$ cat src/rtl/spike_pkg.sv
// Shared definitions for the spike readout blocks: default counter width,
// saturation helper and the {rate, isi} result record.
package spike_pkg;

  localparam int CNT_W_DEFAULT = 8;

  // Largest value an unsigned counter of width w can hold.
  function automatic int unsigned sat_max(input int unsigned w);
    if (w >= 32) return 32'hFFFF_FFFF;
    return (32'd1 << w) - 32'd1;
  endfunction

  typedef struct packed {
    logic [CNT_W_DEFAULT-1:0] rate;
    logic [CNT_W_DEFAULT-1:0] isi;
  } spike_result_t;

endpackage

$ cat src/rtl/spike_rate_decoder_sat_counter.sv
// Saturating up-counter. The clear takes priority and lands on 0, or on 1 when
// the increment is also asserted, so a "restart counting from this event" is one cycle.
module sat_counter #(
  parameter int W = 8
) (
  input  logic         clk,
  input  logic         rst,
  input  logic         i_clr,
  input  logic         i_inc,
  output logic [W-1:0] o_count
);

  localparam logic [W-1:0] MAX = '1;
  localparam logic [W-1:0] ONE = W'(1);

  logic [W-1:0] r_count;

  // NOTE: sequential state is updated with <= so every register samples the
  // pre-edge values of its neighbours, independent of statement order.
  always_ff @(posedge clk) begin
    if (rst) begin
      r_count <= '0;
    end else if (i_clr) begin
      r_count <= i_inc ? ONE : '0;
    end else if (i_inc && (r_count != MAX)) begin
      r_count <= r_count + ONE;
    end
  end

  assign o_count = r_count;

endmodule

$ cat src/rtl/spike_rate_decoder.sv
// Spike-train readout: counts spikes per programmable window, tracks the last
// inter-spike interval and publishes {rate, isi} per window on a valid/ready port.
module spike_rate_decoder
  import spike_pkg::*;
#(
  parameter int CNT_W = CNT_W_DEFAULT
) (
  input  logic             clk,
  input  logic             rst,
  input  logic             spike,
  input  logic [CNT_W-1:0] window_len,
  input  logic             out_ready,
  output logic             out_valid,
  output logic [CNT_W-1:0] rate,
  output logic [CNT_W-1:0] isi,
  output logic             dropped
);

  localparam logic [CNT_W-1:0] MAX = CNT_W'(sat_max(CNT_W));
  localparam logic [CNT_W-1:0] ONE = CNT_W'(1);

  typedef struct packed {
    logic [CNT_W-1:0] rate;
    logic [CNT_W-1:0] isi;
  } result_t;

  logic [CNT_W-1:0] r_wcnt;
  logic [CNT_W-1:0] r_len_q;
  logic [CNT_W-1:0] r_last_isi;
  logic             r_valid;
  logic             r_dropped;
  result_t          r_result;

  logic [CNT_W-1:0] w_len;
  logic             w_close;
  logic             w_slot_free;
  logic [CNT_W-1:0] w_scnt;
  logic [CNT_W-1:0] w_icnt;
  logic             w_icnt_run;
  logic [CNT_W-1:0] w_isi_new;
  result_t          w_result_new;

  // On window cycle 0 the length is taken straight from the input, so L=1
  // closes in the same cycle it is latched. len 0 wraps L-1 to all-ones.
  assign w_len   = (r_wcnt == '0) ? window_len : r_len_q;
  assign w_close = (r_wcnt == (w_len - ONE));

  always_ff @(posedge clk) begin
    if (rst) begin
      r_wcnt  <= '0;
      r_len_q <= '0;
    end else begin
      if (r_wcnt == '0) r_len_q <= window_len;
      r_wcnt <= w_close ? '0 : (r_wcnt + ONE);
    end
  end

  sat_counter #(.W(CNT_W)) u_scnt (
    .clk     (clk),
    .rst     (rst),
    .i_clr   (w_close),
    .i_inc   (spike & ~w_close),
    .o_count (w_scnt)
  );

  assign w_icnt_run = spike | (w_icnt != '0);

  sat_counter #(.W(CNT_W)) u_icnt (
    .clk     (clk),
    .rst     (rst),
    .i_clr   (spike),
    .i_inc   (w_icnt_run),
    .o_count (w_icnt)
  );

  // Both the reported rate and ISI fold in a spike arriving on this very cycle.
  assign w_isi_new         = (spike && (w_icnt != '0)) ? w_icnt : r_last_isi;
  assign w_result_new.rate = (spike && (w_scnt != MAX)) ? (w_scnt + ONE) : w_scnt;
  assign w_result_new.isi  = w_isi_new;

  always_ff @(posedge clk) begin
    if (rst) r_last_isi <= '0;
    else     r_last_isi <= w_isi_new;
  end

  assign w_slot_free = ~r_valid | out_ready;

  always_ff @(posedge clk) begin
    if (rst) begin
      r_valid   <= 1'b0;
      r_dropped <= 1'b0;
      r_result  <= '0;
    end else if (w_close) begin
      if (w_slot_free) begin
        r_valid  <= 1'b1;
        r_result <= w_result_new;
      end else begin
        r_dropped <= 1'b1;
      end
    end else if (r_valid && out_ready) begin
      r_valid <= 1'b0;
    end
  end

  assign out_valid = r_valid;
  assign rate      = r_result.rate;
  assign isi       = r_result.isi;
  assign dropped   = r_dropped;

endmodule

$ cat config.mk
export PLATFORM = sky130hd
export DESIGN_NAME = spike_rate_decoder
export DESIGN_NICKNAME = d
export VERILOG_FILES = /design/src/rtl/spike_pkg.sv /design/src/rtl/spike_rate_decoder_sat_counter.sv /design/src/rtl/spike_rate_decoder.sv
export SDC_FILE = /design/constraint.sdc
export NUM_CORES = 1
export LEC_CHECK = 0
export BUFFER_PORTS_ARGS = -buffer_cell sky130_fd_sc_hd__buf_4
export CAP_MARGIN = 20
export CORE_ASPECT_RATIO = 0.8
export CORE_UTILIZATION = 40
export CTS_BUF_LIST = sky130_fd_sc_hd__clkbuf_4 sky130_fd_sc_hd__clkbuf_8 sky130_fd_sc_hd__clkbuf_16
export DETAILED_ROUTE_END_ITERATION = 6
export MAX_ROUTING_LAYER = met4
export PLACE_DENSITY = 0.6
export SLEW_MARGIN = 20
export SYNTH_ARGS = -nofsm -noshare
export SYNTH_HDL_FRONTEND = slang
export SYNTH_HIERARCHICAL = 1
export SYNTH_SLANG_ARGS = --single-unit
export TNS_END_PERCENT = 100
$ cat constraint.sdc
create_clock -name clk -period 3.6 [get_ports clk]
set_clock_uncertainty 0.15 [all_clocks]
set_input_delay 0.36 -clock clk [delete_from_list [all_inputs] [get_ports clk]]
set_output_delay 0.36 -clock clk [all_outputs]
set_load 0.01 [all_outputs]
## Word-level counts from Yosys, hierarchy flattened

Cells that the tools add are included.

- Mux-type cells: 12
- $add $sub $neg: 4
- Reduce and logical (&&, ||, !) cells: 14
- Equal/unequal tests: 4
- Bitwise gates (word level): 6

Operators by type and width:

| operator | number |
|---|---|
| 8-bit two-way mux | 7 |
| 8-bit by 1-bit adder with 8-bit output, second input constant | 3 |
| 8-bit != test, second input constant | 2 |
| 8-bit equality test | 1 |
| 8-bit zero test | 1 |
| 8-bit nonzero test | 1 |
| 8-bit by 1-bit subtractor with 8-bit output, second input constant | 1 |
| 2-bit AND reduction | 3 |
| 2-bit nonzero test | 3 |
| 1-bit logical AND | 5 |
| 1-bit two-way mux | 5 |
| 1-bit inverter | 3 |
| 2-bit by 1-bit != test with 1-bit output, second input constant | 1 |
| 1-bit OR | 2 |
| 2-bit OR reduction | 1 |
| 1-bit AND | 1 |

- Input bits: 12
- Register bits after elaboration: 58
- Logic and storage cells: 49

## Longest topological paths before layout

Gate-level depths: netlist of run 1.

- Depth in word-level cells: 9
- Depth in mapped cells: 17
- Mapped depth without buffers: 16

## Cells and area by module

The synthesis of run 1 kept the hierarchy.

By module, submodules not included:

| module | area each (um^2) | cells each | instances |
|---|---|---|---|
| spike_rate_decoder | 2312.2 | 256 | 1 |
| sat_counter | 444.2 | 53 | 2 |

## Worst setup path after synthesis of run 1

OpenSTA, ideal clock, no wires.

- Kind: register to register
- Start point: reg r_wcnt[0]
- End point: reg u_scnt.r_count[5] (netlist: u_scnt/o_count[5])
- Setup time: 0.112 ns
- Required time: 3.338 ns
- Clock period less this slack: 3.873 ns
- Arrival time: 3.611 ns
- Setup slack: -0.273 ns
- Cell stages (with the launch flop): 16
- Path buffers: 0
- Cells stage by stage: dfxtp_1 > inv_1 > ha_1 > or3b_2 > nor2_1 > mux2i_1 > ha_1 > nand3b_1 > a21boi_0 > o32ai_1 > mux2_2 > nor4_4 > a21oi_1 > nand4_1 > a211oi_1 > a2111oi_1

- Word-level cells in the longest chain between the ends: 8
- Elaborated cells between the ends (all ways): 9
- Those cells by class: 1 x add/sub; 1 x eq/ne; 2 x mux; 2 x bitwise; 3 x reduce/logical

RTL lines:

| element | RTL line | text |
|---|---|---|
| from (decl) | spike_rate_decoder.sv:27 | `logic [CNT_W-1:0] r_wcnt;` |
| from (signal assigned) | spike_rate_decoder.sv:54 | `r_wcnt <= w_close ? '0 : (r_wcnt + ONE);` |
| 8-bit zero test | spike_rate_decoder.sv:45 | `assign w_len = (r_wcnt == '0) ? window_len : r_len_q;` |
| 8-bit two-way mux | n/a |  |
| 8-bit by 1-bit subtractor with 8-bit output | spike_rate_decoder.sv:46 | `assign w_close = (r_wcnt == (w_len - ONE));` |
| 8-bit equality test * | spike_rate_decoder.sv:46 |  |
| 1-bit inverter | spike_rate_decoder.sv:62 | `.i_inc (spike & ~w_close),` |
| 1-bit AND | spike_rate_decoder.sv:62 |  |
| 1-bit logical AND | spike_rate_decoder_sat_counter.sv:25 | `end else if (i_inc && (r_count != MAX)) begin` |
| 2-bit nonzero test (no source line) | n/a |  |
| to (signal assigned) | spike_rate_decoder_sat_counter.sv:24 | `r_count <= i_inc ? ONE : '0;` |
| to (signal assigned) | spike_rate_decoder_sat_counter.sv:26 | `r_count <= r_count + ONE;` |
| to (decl) | spike_rate_decoder_sat_counter.sv:16 | `logic [W-1:0] r_count;` |

Every way passes the cells marked *; elsewhere a longest branch is shown, timed or not.
A chain may end at the register's enable or synchronous reset.

## Worst setup path after layout of run 1

- Start point: reg r_wcnt[3]
- End point: reg r_result, in the netlist rate[5]

- Word-level cells in the longest chain between the ends: 5

RTL lines:

| element | RTL line | text |
|---|---|---|
| 8-bit zero test | spike_rate_decoder.sv:45 |  |
| 8-bit two-way mux | n/a |  |
| 8-bit by 1-bit subtractor with 8-bit output | spike_rate_decoder.sv:46 |  |
| 8-bit equality test * | spike_rate_decoder.sv:46 |  |
| 2-bit AND reduction (no source line) * | n/a |  |
| to (signal assigned) | spike_rate_decoder.sv:96 | `r_result <= w_result_new;` |
| to (decl) | spike_rate_decoder.sv:32 | `result_t r_result;` |

Marks and branches as above.

==> results_dict.tcl, run 1 <==
set metrics [dict create \
    cts_tree "built" \
    syn-num-nets 380 \
    cp_common_cell "mux2_4" \
    setup_viol 0 \
    setup_tns_ps 0 \
    cts.sinks 58 \
    final_antenna_net_count 0 \
    async_flop_share 0 \
    cts-root-buf "clkbuf_8" \
    avgSynthCellArea_um2 8.84 \
    clockBufferDepth 2 \
    status "finished, final reports clean" \
    first_pass_iters 4 \
    p_per_area_mw_per_mm2 405 \
    crit_family "simple AND/OR/NAND/NOR gates" \
    worstSetupEndpointType "register" \
    crit_fanout 16 \
    syn2layout_area_growth_pct 21.0 \
    viasPerCell 5.34 \
    first_iter_violations 162 \
    num_rows 28 \
    rsz0062_at_grt "yes" \
    period_needed_ps 3590 \
    design_area_mm2 0.00387 \
    routabilityCongestion 0.842 \
    fin_util 0.512 \
    min_path_cells 3 \
    cap_violations 0 \
    antenna_found_initial 0 \
    die_area_mm2 0.00837 \
    start_kind "register" \
    clkTransAtPathRegs_ps 80 \
    nets 425 \
    gr-total-overflow 0 \
    synth_common_cells "dfxtp_1 (58), nand2_1 (46), a21oi_1 (24)" \
    fill_cells 740 \
    tightest_slew_ps 612 \
    crit_buf_inv 2 \
    maxSlewHeadroom 0.592 \
    vias 2759 \
    synth_area_mm2 0.00320 \
    drt_wl_total_um 7450 \
    drive_gt1_frac 0.262 \
    syn_inst 362 \
    insertion_delay_ps 340 \
    hpwl_um 5120 \
    portBuffers 29 \
    die-height_um 82.0 \
    grt_pass1_wl_um 12300 \
    final_hold_viol_count 0 \
    period_share 0.997 \
    seq_area_frac_synth 0.363 \
    htreeDepth 3 \
    peakVddDrop_uv 221 \
    cp.depth 13 \
    grt_max_degree 60 \
    yosys.area.top_type "dfxtp_1" \
    cts_buffers 9 \
    netlist.area_leader.share 0.363 \
    yosys-top-cells-area "dfxtp_1 (36%), nand2_1 (5.4%), mux2_4 (4.7%)" \
    worstSetupPathType "reg -> reg" \
    core_area_mm2 0.00757 \
    grt_pass1_vias 2470 \
    cp_cell_sequence "or4_4 -> nor2_4 -> mux2i_2 -> ha_4 -> nand3b_1 -> a21boi_1 -> o32ai_1 -> mux2_4 -> nor4_4 -> buf_4 -> nand3_4 -> buf_12 -> mux2_4" \
    synth_edf_count 0 \
    synth.distinct_cells 54 \
    yosys_warnings 6 \
    slew_violations 0 \
    synthFlopType "dfxtp_1" \
    leakage_nw 1.52 \
    fmax_mhz 279 \
    worst_slack_ps 11.3 \
    reg2reg_depth 13 \
    fp.dieW_um 102 \
    cp_slowest_stage_delay_ps 580 \
    post-route-drc-count 0 \
    track_usage 0.200 \
    place_area_mm2 0.00358 \
    cp_data_arrival_time_ps 3670 \
    ios 30 \
    crit_required_ps 3680 \
    ys_ff_latch 58 \
    slowest_stage "or4_4" \
    hold_path_class "in -> reg" \
    diodes 0 \
    routedWlPerCell_um 14.4 \
    start_util 0.423 \
    yosysMostFrequentCell "dfxtp_1" \
    pre_cts_ws_ps -19.6 \
]
-- layer usage --
metal	wire [µm]	up-vias	global-route usage
met4	65	0	0.0657
met1	3850	1292	0.272
met5	0	-	-
met3	356	5	0.0519
li1	-	1409	-
met2	3180	53	0.286
-- worst paths after layout --
check	from	to	slack [ps]
max reg2reg	r_wcnt[3]	rate[5]	10
min reg2reg	r_last_isi[1]	r_last_isi[1]	310
max	r_wcnt[3]	rate[5]	10
min	window_len[3]	r_len_q[3]	150
-- power by group --
group	internal, mW	switching, mW
logic	0.154	0.182
clock network	0.268	0.279
registers	0.662	0.0260
total	1.08	0.487
-- stage by stage --
step / total power, mW / instances / hold slack (ps)
2_1_floorplan: 0.926 / 362 / 279
3_3_place_gp: 1.01 / 493 / 298
3_5_place_dp: 1.01 / 493 / 305
4_1_cts: 1.56 / 509 / 133
5_1_grt: 1.66 / 517 / 149
6_report: 1.57 / 517 / 153
-- area by class of cell --
type	instances	area, µm²	area share
clock buffers	10	138	0.0355
clock inverters	6	42.5	0.0110
inverters	14	52.6	0.0136
multi-input cells	276	1970	0.508
flip-flops and latches	58	1170	0.301
well taps	105	131	0.0339
repair buffers	48	373	0.0963
-- state kept, by name (all words and copies together), names as in the netlist --
name            count
isi                 8
u_scnt/o_count      8
u_icnt/o_count      8
r_last_isi          8
r_len_q             8
dropped             1
rate                8
out_valid           1
r_wcnt              8
-- cells by family after synthesis --
family / Yosys count / share of synthesized area
AO/OA/AOI/OAI: 79 / 0.166
XOR/XNOR: 19 / 0.0520
adder cells (fa/ha/maj): 6 / 0.0235
buffers and inverters: 28 / 0.0403
flip-flops: 58 / 0.363
multiplexers: 25 / 0.0966
AND/OR/NAND/NOR: 147 / 0.259
-- cell usage in the layout (no fill, tap or decap), drive strengths merged, types with 4 or more instances in the layout --
| master | netlist | layout |
|---|---|---|
| nor4 | 8 | 8 |
| o41ai | 4 | 4 |
| nand2b | 5 | 5 |
| nand2 | 46 | 46 |
| o21ai | 8 | 8 |
| a21oi | 24 | 24 |
| a21boi | 5 | 5 |
| a211oi | 10 | 10 |
| mux2i | 8 | 8 |
| buf | 6 | 48 |
| nor3 | 6 | 6 |
| mux2 | 17 | 17 |
| nor2b | 18 | 18 |
| o31ai | 4 | 4 |
| ha | 6 | 6 |
| dfxtp | 58 | 58 |
| xor2 | 11 | 11 |
| clkinv | 0 | 4 |
| clkbuf | 8 | 10 |
| a31oi | 8 | 8 |
| and3 | 9 | 9 |
| inv | 14 | 14 |
| nand4 | 9 | 9 |
| nor2 | 16 | 16 |
| nand3 | 10 | 10 |
| and4 | 4 | 4 |
| xnor2 | 8 | 8 |
-- worst min-delay path, stage by stage --
cell and delay [ps]:
buf_4 130, nand2_1 50, a21oi_1 50
-- what timing repair did --
action                                  4_1_cts  5_1_grt
pin swaps                                     1       10
setup buffers                                 0        9
resized for setup                             0       13
hold buffers                                  0        0
endpoints found under the setup margin       17       24
Note: power is estimated with default switching activity, not from simulation.
==> run 2: changes to the inputs <==
- CORE_MARGIN: not set -> 2
- PLACE_DENSITY: 0.6 -> 0.68
==> results_dict.tcl, run 2 (synthesized netlist as in run 1, its figures left out) <==
set metrics [dict create \
    worstSetupEndpointType "register" \
    crit_fanout 6 \
    gr-total-overflow 0 \
    leakage_nw 1.61 \
    worstSetupPathType "reg -> reg" \
    slew_violations 0 \
    peakVddDrop_uv 164 \
    fmax_mhz 273 \
    maxSlewHeadroom 0.591 \
    hold_path_class "in -> reg" \
    period_needed_ps 3660 \
    place_inst 500 \
    grt_max_degree 60 \
    design_area_mm2 0.00406 \
    num_rows 29 \
    track_usage 0.177 \
    start_kind "register" \
    slowest_stage "or4_4" \
    post-route-drc-count 0 \
    r2r_end "u_scnt/o_count[2]" \
    worst_slack_ps -56.8 \
    rsz0062_at_grt "yes" \
    vias 2934 \
    p_switching_mw 0.487 \
    start_util 0.408 \
    min_to "r_len_q[3]" \
    diodes 0 \
    tightest_slew_ps 613 \
    cp_cell_sequence "or4_4 -> nor2_4 -> mux2i_4 -> ha_4 -> nand3b_1 -> a21boi_1 -> o32ai_2 -> mux2_4 -> nor4_4 -> a21oi_4 -> buf_4 -> nand3_1 -> a21oi_1 -> nor4_1" \
    final_hold_viol_count 0 \
    setup_viol 3 \
    drt_wl_total_um 7600 \
    violations "negative setup slack" \
    htreeDepth 3 \
    hp-start "window_len[3]" \
    status "finished with violations" \
    p_per_area_mw_per_mm2 435 \
    place_area_mm2 0.00361 \
    cts_hold_buf 0 \
    cts_buffers 9 \
    viasPerCell 5.55 \
    cap_violations 0 \
    cts.sinks 58 \
    p_int_mw 1.28 \
    drive_gt1_frac 0.295 \
    p_seq_frac 0.391 \
    pre_cts_ws_ps -18.1 \
    routabilityCongestion 0.882 \
    r2r_slack_ps -60 \
    ios 30 \
    core_area_mm2 0.00784 \
    antenna_found_initial 0 \
    grt_pass1_vias 2638 \
    clkTransAtPathRegs_ps 70 \
    cts_tree "built" \
    cp_data_arrival_time_ps 3740 \
    first_iter_violations 163 \
    first_pass_iters 5 \
    cts-root-buf "clkbuf_8" \
    final_cell_mix "dfxtp_1 (55), buf_4 (55), nand2_1 (46)" \
    insertion_delay_ps 340 \
    die_area_mm2 0.00874 \
    clockBufferDepth 2 \
    syn2layout_area_growth_pct 26.8 \
    nets 434 \
    pwr-share-clk 0.397 \
    reg2reg_depth 14 \
    portBuffers 29 \
    r2r-start "r_wcnt[5]" \
    final_antenna_net_count 0 \
    crit_required_ps 3690 \
    fp.dieW_um 104 \
    period_share 1.02 \
    instances_no_fill 529 \
    routedWlPerCell_um 14.4 \
    power.share.switching 0.276 \
    cp_slowest_stage_delay_ps 580 \
    total_power_mw 1.76 \
    grt_pass1_wl_um 12400 \
    die-height_um 84.0 \
    pwr-share-comb 0.212 \
    min_path_cells 3 \
    hpwl_um 4950 \
]
## run 2: cell types whose count changed in the layout (fill, tap and decap cells not counted), moves of 2 or more
cell        delta
bufinv_16      +2
inv_2          +2
clkinvlp_4     -2
o21ai_0        -2
inv_1          -2
o21ai_1        +2
buf_4          +8
## run 2: worst max-delay path: cells and delay by family, from the launching register on
kind | cells | cell delay [ps]
muxes | 2 | 570
AOI/OAI and AO/OA | 4 | 480
buffers and inverters | 1 | 160
and+or+nand+nor | 6 | 1670
adders and majority gates | 1 | 190
DFF | 1 | 350
## run 2: worst max path at each step
stage | start | to | slack [ps] | depth (start not counted)
final | r_wcnt[5] | u_scnt/o_count[2] | -60 | 14
after global routing | r_wcnt[5] | u_scnt/o_count[2] | -190 | 14
after CTS | r_wcnt[0] | u_scnt/o_count[5] | 40 | 15
after detailed placement | r_wcnt[0] | rate[2] | -20 | 13
after global placement | r_wcnt[0] | u_scnt/o_count[4] | 60 | 16
after floorplan | r_wcnt[0] | isi[4] | 10 | 14
## run 2: area by class of cell
cell class	instances	area, µm²
multi-input cells	276	2010
repair buffers	57	458
clock buffers	12	159
inverters	14	52.6
fillers	704	3780
flip-flops and latches	58	1170
clock inverters	4	73.8
well taps	108	135
## run 2: stage by stage
step	utilization	hold slack [ps]	TNS (ps)
floorplan	-	279	0
global placement	0.461	297	0
detailed placement	0.461	305	-150
CTS	0.493	138	0
global route	0.518	145	-2100
finish	0.518	163	-63.2
## run 2: routing by layer
metal / global-route usage / wire length, µm
met2: 0.277 / 3470
met5: - / 0
met1: 0.220 / 3580
met4: 0.0663 / 134
met3: 0.0492 / 405
## run 2: what timing repair did
item,CTS,global route
endpoints found under the setup margin,18,24
cloned,0,1
pin swaps,2,15
gates resized for setup,0,26
setup buffers,1,11
## run 2: power by group through the flow
stage          Clock [mW]  Sequential (mW)  Combinational (mW)
6_report            0.700            0.690               0.374
5_1_grt             0.744            0.693               0.406
4_1_cts             0.721            0.687               0.318
3_5_place_dp            0            0.702               0.313
3_3_place_gp            0            0.702               0.309
2_1_floorplan           0            0.695               0.230
